<file path="src/rtl/ram_burst_reader.sv">
// ram_burst_reader: reads a burst of consecutive words from a single-port RAM
// with a 1-cycle synchronous read and emits them on a valid/ready stream.
//
// Stream handshake: out_valid/out_data present the FIFO head. A word moves
// only in a cycle where out_valid & out_ready are both high. Once out_valid
// is raised, it stays high and out_data stays stable until that transfer
// happens.
//
// Reads are issued only while the 2-entry FIFO plus the one possible read in
// flight, less the word leaving this cycle, is under 2. This keeps the FIFO
// from ever overflowing, even under sustained backpressure.
module ram_burst_reader #(
  parameter int DATA_WIDTH    = 8,
  parameter int ADDRESS_WIDTH = 16
) (
  input  logic                     clk,
  input  logic                     rst,
  input  logic                     start,
  input  logic [ADDRESS_WIDTH-1:0] base_address,
  input  logic [ADDRESS_WIDTH:0]   length,
  output logic                     busy,
  output logic                     done,
  output logic                     ram_CE,
  output logic                     ram_WE,
  output logic [ADDRESS_WIDTH-1:0] ram_address,
  input  logic [DATA_WIDTH-1:0]    ram_data_output,
  output logic [DATA_WIDTH-1:0]    out_data,
  output logic                     out_valid,
  input  logic                     out_ready,
  output logic [1:0]               fsm_state
);

  typedef enum logic [1:0] {IDLE = 2'd0, READ = 2'd1, DRAIN = 2'd2} state_t;

  localparam logic [ADDRESS_WIDTH:0]   LEN_ONE  = {{ADDRESS_WIDTH{1'b0}}, 1'b1};
  localparam logic [ADDRESS_WIDTH-1:0] ADDR_ONE = {{(ADDRESS_WIDTH-1){1'b0}}, 1'b1};

  state_t                   state, state_next;
  logic [ADDRESS_WIDTH:0]   remaining;      // reads still to issue
  logic [ADDRESS_WIDTH-1:0] next_address;   // base + reads issued so far
  logic [ADDRESS_WIDTH-1:0] last_address;   // address of the most recent read
  logic                     inflight;       // a read was issued last cycle
  logic                     zero_done;      // zero-length start seen last cycle
  logic [DATA_WIDTH-1:0]    fifo_mem [2];
  logic                     rd_ptr, wr_ptr;
  logic [1:0]               fifo_count;
  logic [2:0]               occupancy;
  logic                     push, pop, issue, accept, done_fsm;

  assign fsm_state = state;
  assign accept    = (state == IDLE) && start;
  assign out_valid = (fifo_count != 2'd0);
  assign out_data  = fifo_mem[rd_ptr];
  assign pop       = out_valid && out_ready;
  assign push      = inflight;
  assign occupancy = {1'b0, fifo_count} + {2'b00, inflight} - {2'b00, pop};
  assign issue     = (state == READ) && (occupancy < 3'd2);
  assign ram_CE      = issue;
  assign ram_WE      = 1'b0;
  assign ram_address = issue ? next_address : last_address;
  assign busy        = (state != IDLE);
  assign done        = done_fsm || zero_done;

  // State register
  always_ff @(posedge clk or posedge rst) begin
    if (rst) state <= IDLE;
    else     state <= state_next;
  end

  // Next-state logic and completion pulse
  always_comb begin
    state_next = state;
    done_fsm   = 1'b0;
    case (state)
      IDLE:  if (start && (length != '0)) state_next = READ;
      READ:  if (issue && (remaining == LEN_ONE)) state_next = DRAIN;
      DRAIN: begin
        if ((fifo_count == 2'd0) && !inflight) begin
          state_next = IDLE;
          done_fsm   = 1'b1;
        end
      end
      default: state_next = IDLE;
    endcase
  end

  // Burst bookkeeping: capture on start, advance on every issued read
  always_ff @(posedge clk or posedge rst) begin
    if (rst) begin
      remaining    <= '0;
      next_address <= '0;
      last_address <= '0;
      inflight     <= 1'b0;
      zero_done    <= 1'b0;
    end else begin
      inflight  <= issue;
      zero_done <= accept && (length == '0);
      if (accept) begin
        remaining    <= length;
        next_address <= base_address;
      end else if (issue) begin
        remaining    <= remaining - LEN_ONE;
        next_address <= next_address + ADDR_ONE;
        last_address <= next_address;
      end
    end
  end

  // Two-entry FIFO absorbing RAM latency and downstream stalls
  always_ff @(posedge clk or posedge rst) begin
    if (rst) begin
      fifo_mem[0] <= '0;
      fifo_mem[1] <= '0;
      rd_ptr      <= 1'b0;
      wr_ptr      <= 1'b0;
      fifo_count  <= 2'd0;
    end else begin
      if (push) begin
        fifo_mem[wr_ptr] <= ram_data_output;
        wr_ptr           <= ~wr_ptr;
      end
      if (pop) rd_ptr <= ~rd_ptr;
      case ({push, pop})
        2'b10:   fifo_count <= fifo_count + 2'd1;
        2'b01:   fifo_count <= fifo_count - 2'd1;
        default: fifo_count <= fifo_count;
      endcase
    end
  end

endmodule
</file>
<file path="config.mk">
export PLATFORM = sky130hd
export DESIGN_NAME = ram_burst_reader
export DESIGN_NICKNAME = d
export VERILOG_FILES = /design/src/rtl/ram_burst_reader.sv
export SDC_FILE = /design/constraint.sdc
export NUM_CORES = 1
export LEC_CHECK = 0
export ABC_CLOCK_PERIOD_IN_PS = 5100
export CAP_MARGIN = 10
export CORE_ASPECT_RATIO = 0.7
export CORE_UTILIZATION = 56
export DETAILED_ROUTE_END_ITERATION = 10
export HOLD_SLACK_MARGIN = 0.08
export PLACE_DENSITY = 0.86
export SETUP_SLACK_MARGIN = 0.02
export SLEW_MARGIN = 10
export SYNTH_ARGS = -nofsm -noshare
export SYNTH_HDL_FRONTEND = slang
export SYNTH_SLANG_ARGS = --single-unit
export TNS_END_PERCENT = 30
</file>
<file path="constraint.sdc">
create_clock -name clk -period 5.1 [get_ports clk]
set_clock_uncertainty 0.05 [all_clocks]
set_input_delay 0.765 -clock clk [delete_from_list [all_inputs] [get_ports clk]]
set_output_delay 0.765 -clock clk [all_outputs]
set_load 0.01 [all_outputs]
</file>
* After elaboration in Yosys (flattened, before gate mapping)
Index checks and enable logic that the tools add are counted.
** Word-level totals
- Register bits :: 73
- Bits in latches :: 0
- Memory bits (writable) :: 0
- Bits in read-only memories :: 0
- Memories kept :: 0
** Cells by class
- Add/sub/neg operators :: 6
- Multipliers :: 0
- Div/mod/pow operators :: 0
- Order comparisons :: 4
- Equal/unequal tests :: 8
- Shift-type cells :: 0
- Mux-type cells :: 18
- Bitwise logic cells :: 4
- Reduce and logical (&&, ||, !) cells :: 19
** Operators by type and width (number)
- 16-bit 2-to-1 mux :: 3
- 17-bit 2-to-1 mux :: 2
- 8-bit 2-to-1 mux :: 4
- 17-bit by 1-bit == test with 1-bit output, second input constant :: 1
- 17-bit zero test :: 1
- 17-bit nonzero test :: 1
- 17-bit by 1-bit subtractor with 17-bit output, second input constant :: 1
- 16-bit by 1-bit adder with 16-bit output, second input constant :: 1
- 16-bit bitwise mux :: 1
- 8-bit demux with 1-bit select :: 1
- 1-bit logical AND :: 8
- 2-bit nonzero test :: 4
- 2-bit 2-to-1 mux :: 3
- 2-bit case mux with 3 select lines :: 1
- 2-bit by 1-bit == test with 1-bit output, second input constant :: 2
- 2-bit == test, second input constant :: 2
- 2-bit greater-or-equal comparator, second input constant :: 2
- 2-bit zero test :: 2
- 2-bit by 1-bit inequality test with 1-bit output, second input constant :: 2
- 1-bit inverter with 2-bit output :: 2
- 2-bit case mux with 2 select lines :: 1
- 2-bit by 1-bit adder with 3-bit output :: 1
- 3-bit by 2-bit less-than comparator with 1-bit output, second input constant :: 1
- 3-bit AND reduction :: 1
- other kinds (9) :: 11

* Logic depth before layout (Yosys ltp)
- Depth after elaboration :: 8
- Depth in mapped cells :: 12
- Gate-level depth less buffers :: 9

* Worst setup path before layout
No wires, ideal clock.
- Path kind :: input port to output port
- From :: input port out_ready
- To :: output port ram_address[0]
- Arrival time :: 2.976 ns
- Required time :: 4.285 ns
- Slack :: 1.309 ns
- Cell stages on the path :: 11
- Buffers on the path :: 2
- Cell sequence :: nand2b_1 -> nor2_1 -> o21ai_0 -> fa_1 -> xnor2_1 -> nand2_1 -> inv_1 -> clkbuf_1 -> buf_1 -> nand2_1 -> nand2_1
** Between the ends
- Cells in the longest elaborated chain, start to end :: 5
** Ends and longest elaborated chain
- start: declaration :: RTL line 29 : input logic out_ready,
- 1-bit logical AND :: RTL line 54 : assign pop = out_valid && out_ready;
- 3-bit by 1-bit subtractor with 3-bit output :: RTL line 56 : assign occupancy = {1'b0, fifo_count} + {2'b00, inflight} - {2'b00, pop};
- 3-bit by 2-bit less-than comparator with 1-bit output :: RTL line 57 : assign issue = (state == READ) && (occupancy < 3'd2);
- 1-bit logical AND :: RTL line 57
- named net ram_CE :: RTL line 23 : output logic ram_CE,
- 16-bit 2-to-1 mux
- end: declaration :: RTL line 25 : output logic [ADDRESS_WIDTH-1:0] ram_address,
The timed path passes the listed nets, and every way through them passes these cells.

* Worst setup path in the final report
- From :: input port out_ready
- To :: output port ram_address[3]
** Between the ends
- Cells in the longest elaborated chain, start to end :: 5
** Ends and longest elaborated chain (RTL line)
- 1-bit logical AND :: 54
- 3-bit by 1-bit subtractor with 3-bit output :: 56
- 3-bit by 2-bit less-than comparator with 1-bit output :: 57
- 1-bit logical AND :: 57
- 16-bit 2-to-1 mux
Every way passes these cells.

==> out/qor.txt <==
Setup Fix Bufs, Post-CTS: 0
final hold viol count: 0
final setup fails: 0
status: finished clean
Synth Instances: 412
Ports: 76
CP dominant cell by count: nand2_1
maximum vdd drop: 433 uV
GP Congestion: 0.865
mux cell area share after synthesis: 6.07%
Async SR Flop Fraction: 100%
register bit total from synthesis: 73
Port Buf Inserts: 74
Post-CTS Hold Fix Bufs: 0
Via Count: 3,379
CP cell instances: clkdlybuf4s50_1 > nand2b_1 > nor2_1 > o21ai_0 > fa_1 > xnor2_1 > nand2_1 > inv_1 > nand2_1 > nand2_1 > clkdlybuf4s50_1
Register Area: 1830 sq um
RR Startpoint: fifo_count[1]$_DFFE_PP0P_
first-pass GRT wire length: 15,500 um
area of the multi-input gates: 1860 sq um
CTS tree: built
largest net degree at the start of global routing: 39
worst-case reg-to-reg path depth: 8
Sink Count: 73
Inst Count DP: 562
H-tree depth: 3
HP Start: last_address[13]$_DFFE_PP0N_
Hold Crit Class: reg -> reg
final hold slack: 0.424 ns
period utilization: 91.9%
CTS clk-pin slew, worst paths: 0.08 ns
WL final: 9280 um
fin crit period: 4.69 ns
share of cells above drive strength 1: 10.5%
EDFF count, synth: 0
routed len/inst: 16.1 um
post-DP HPWL: 6560 um
FF-to-FF End: remaining[13]$_DFFE_PP0P_
crit start category: input pin
unrepaired setup endpoints after global routing: no
post-synthesis compound-gate area fraction: 11.8%
Nets: 531
library cells used by synthesis: 53
TNS Setup: 0 ns
Die X: 100 um
global-route congestion overflow total: 0
final slew viol count: 0
filler instances: 453
drc violations: 0
Resized cells post-CTS: 0
Cell Area, Synth: 3790 sq um
drt pass-1 iters: 4
clock tree root buffer cell: clkbuf_8
initial antenna violation count: 0
Arrival @ worst endpoint: 3.87 ns
core area: 6370 sq um
sequential-to-total area share from yosys stat: 48.2%
Worst Setup SP: out_ready
static leakage: 2.09 nW
reg-to-reg slack, setup: 1.73 ns
P&R area growth vs syn: 26.7%
Die Y: 70.8 um
Synth Flop Type: dfrtp_1
antenna-violating nets left: 0
crit path to: ram_address[3]
cell family with most CP delay: buffers and inverters
Worst setup EP type: output port
CP max stage cell: clkdlybuf4s50_1
slew margin rel.: 24.0%
worst-skew pair later-pin latency: 0.34 ns
adder-cell share of the synthesized area: 1.52%
clock tree buffer depth: 2
Total GRT Usage: 28.1%
critical path type: in -> out
Largest stage delay, worst path: 0.53 ns
CP Buf/Inv Count: 3
CTS Buf Count: 9
num rows: 24
dominant combinational cell family by area after synthesis: simple AND/OR/NAND/NOR gates
die area: 7110 sq um
post-synthesis simple-gate area fraction: 26.9%
YS warnings: 0
Antenna diodes: 0
Mapped Nets: 461
critical path fanouts, max: 18
Starting Density: 59.6%
Worst EP required: 4.28 ns
vias in the first global route: 3,269
Crit path depth: 11
max-capacitance violation count: 0
Post-Synth XOR/XNOR Area: 2.57%
slew at the pin with the worst max-slew slack: 1.14 ns
DR vias/cell: 5.85
power density cells: 659 nW/um^2
fmax: 213 MHz
final non-filler cell total: 578
Mean Syn Cell Area: 9.20 sq um
DR iter-0 viols: 280
Power Total: 3.17 mW
==> cell usage in the layout, fill, tap and decap left out, drive strengths merged, types with 3 or more instances in the layout <==
| cell | count |
|---|---|
| nand4 | 3 |
| and2 | 3 |
| a21o | 5 |
| clkbuf | 10 |
| a221o | 5 |
| o311ai | 4 |
| a311oi | 4 |
| or4 | 9 |
| a22oi | 3 |
| mux2i | 5 |
| nor3 | 9 |
| nor2b | 4 |
| or3 | 11 |
| a211oi | 6 |
| o211ai | 4 |
| nand2b | 3 |
| a21oi | 3 |
| o21ai | 19 |
| inv | 9 |
| nand2 | 109 |
| or2 | 4 |
| nor2 | 21 |
| ha | 3 |
| nor4 | 13 |
| nand3 | 13 |
| mux2 | 16 |
| clkdlybuf4s50 | 74 |
| buf | 5 |
| and3 | 3 |
| xnor2 | 7 |
| dfrtp | 73 |
==> per-stage QoR <==
| stage | area, sq um | utilization, % | setup WS [ns] |
|---|---|---|---|
| floorplan | 3790 | - | 1.31 |
| global placement | 4610 | 72.4 | 0.536 |
| detailed placement | 4610 | 72.4 | 0.399 |
| CTS | 4800 | 75.5 | 0.384 |
| global route | 4800 | 75.5 | 0.114 |
| finish | 4800 | 75.5 | 0.414 |
==> tightest hold or removal path, delay by kind of cell (launching register included) <==
family        cells  cell delay [ns]
flops             1             0.32
simple gates      2             0.12
==> worst min path at each step <==
| stage | endpoint | slack [ns] | cells after the start |
|---|---|---|---|
| 2_1_floorplan | last_address[11]$_DFFE_PP0N_ | 0.39 | 2 |
| 3_3_place_gp | last_address[0]$_DFFE_PP0N_ | 0.40 | 2 |
| 3_5_place_dp | last_address[12]$_DFFE_PP0N_ | 0.41 | 2 |
| 4_1_cts | last_address[12]$_DFFE_PP0N_ | 0.43 | 2 |
| 5_1_grt | last_address[1]$_DFFE_PP0N_ | 0.45 | 2 |
| 6_report | last_address[13]$_DFFE_PP0N_ | 0.42 | 2 |
==> synth_stat cells, types with 3 or more instances <==
library cell | count | area, sq um
xnor2_1 | 7 | 61.3
and3_1 | 3 | 18.8
or2_2 | 4 | 25.0
nand4_1 | 3 | 18.8
clkbuf_1 | 16 | 60.1
o311ai_0 | 4 | 35.0
a22oi_1 | 3 | 22.5
mux2_2 | 16 | 180
dfrtp_1 | 73 | 1830
or4_1 | 7 | 52.6
nor2b_1 | 4 | 25.0
a221o_1 | 5 | 50.1
ha_1 | 3 | 37.5
mux2i_1 | 5 | 50.1
and2_1 | 3 | 18.8
inv_1 | 8 | 30.0
a211oi_1 | 6 | 45.0
nor2_1 | 21 | 78.8
nand2_1 | 109 | 409
o211ai_1 | 4 | 30.0
a311oi_1 | 4 | 35.0
a21oi_1 | 3 | 15.0
o21ai_0 | 19 | 95.1
nand2b_1 | 3 | 18.8
a21o_1 | 5 | 37.5
nor3_1 | 9 | 45.0
nor4_1 | 13 | 81.3
nand3_1 | 13 | 65.1
or3_1 | 9 | 56.3
==> sequential cells by signal (all words and copies together) (netlist names) <==
signal and count:
fsm_state 2, zero_done 1, last_address 16, inflight 1
remaining 17, next_address 16, wr_ptr 1, rd_ptr 1
fifo_count 2, fifo_mem 16
==> logic make-up after synthesis <==
logic type | after synthesis
mux | 21
flops | 73
fa+ha+maj | 4
simple gates | 213
other cells | 1
compound gates | 63
xor+xnor | 9
buf+inv | 28
==> cell type report <==
type | instances | share of cell area [%]
Timing Repair Buffer | 79 | 16.2
Multi-Input combinational cell | 311 | 38.7
Inverter | 8 | 0.625
Clock inverter | 6 | 1.41
Tap cell | 91 | 2.37
Clock buffer | 10 | 2.66
Sequential cell | 73 | 38.0
==> report_power, final <==
group,internal [mW],switching (mW)
logic,0.786,0.867
registers,0.838,0.225
clock network,0.228,0.222
==> routing by layer <==
layer / global-route usage [%] / routed length, um / vias up
li1: - / - / 1606
met1: 39.4 / 4150 / 1644
met2: 43.8 / 4420 / 120
met3: 7.11 / 636 / 9
met4: 7.73 / 78 / 0
met5: 0 / 0 / -
Note: power is estimated with default switching activity, not from simulation.
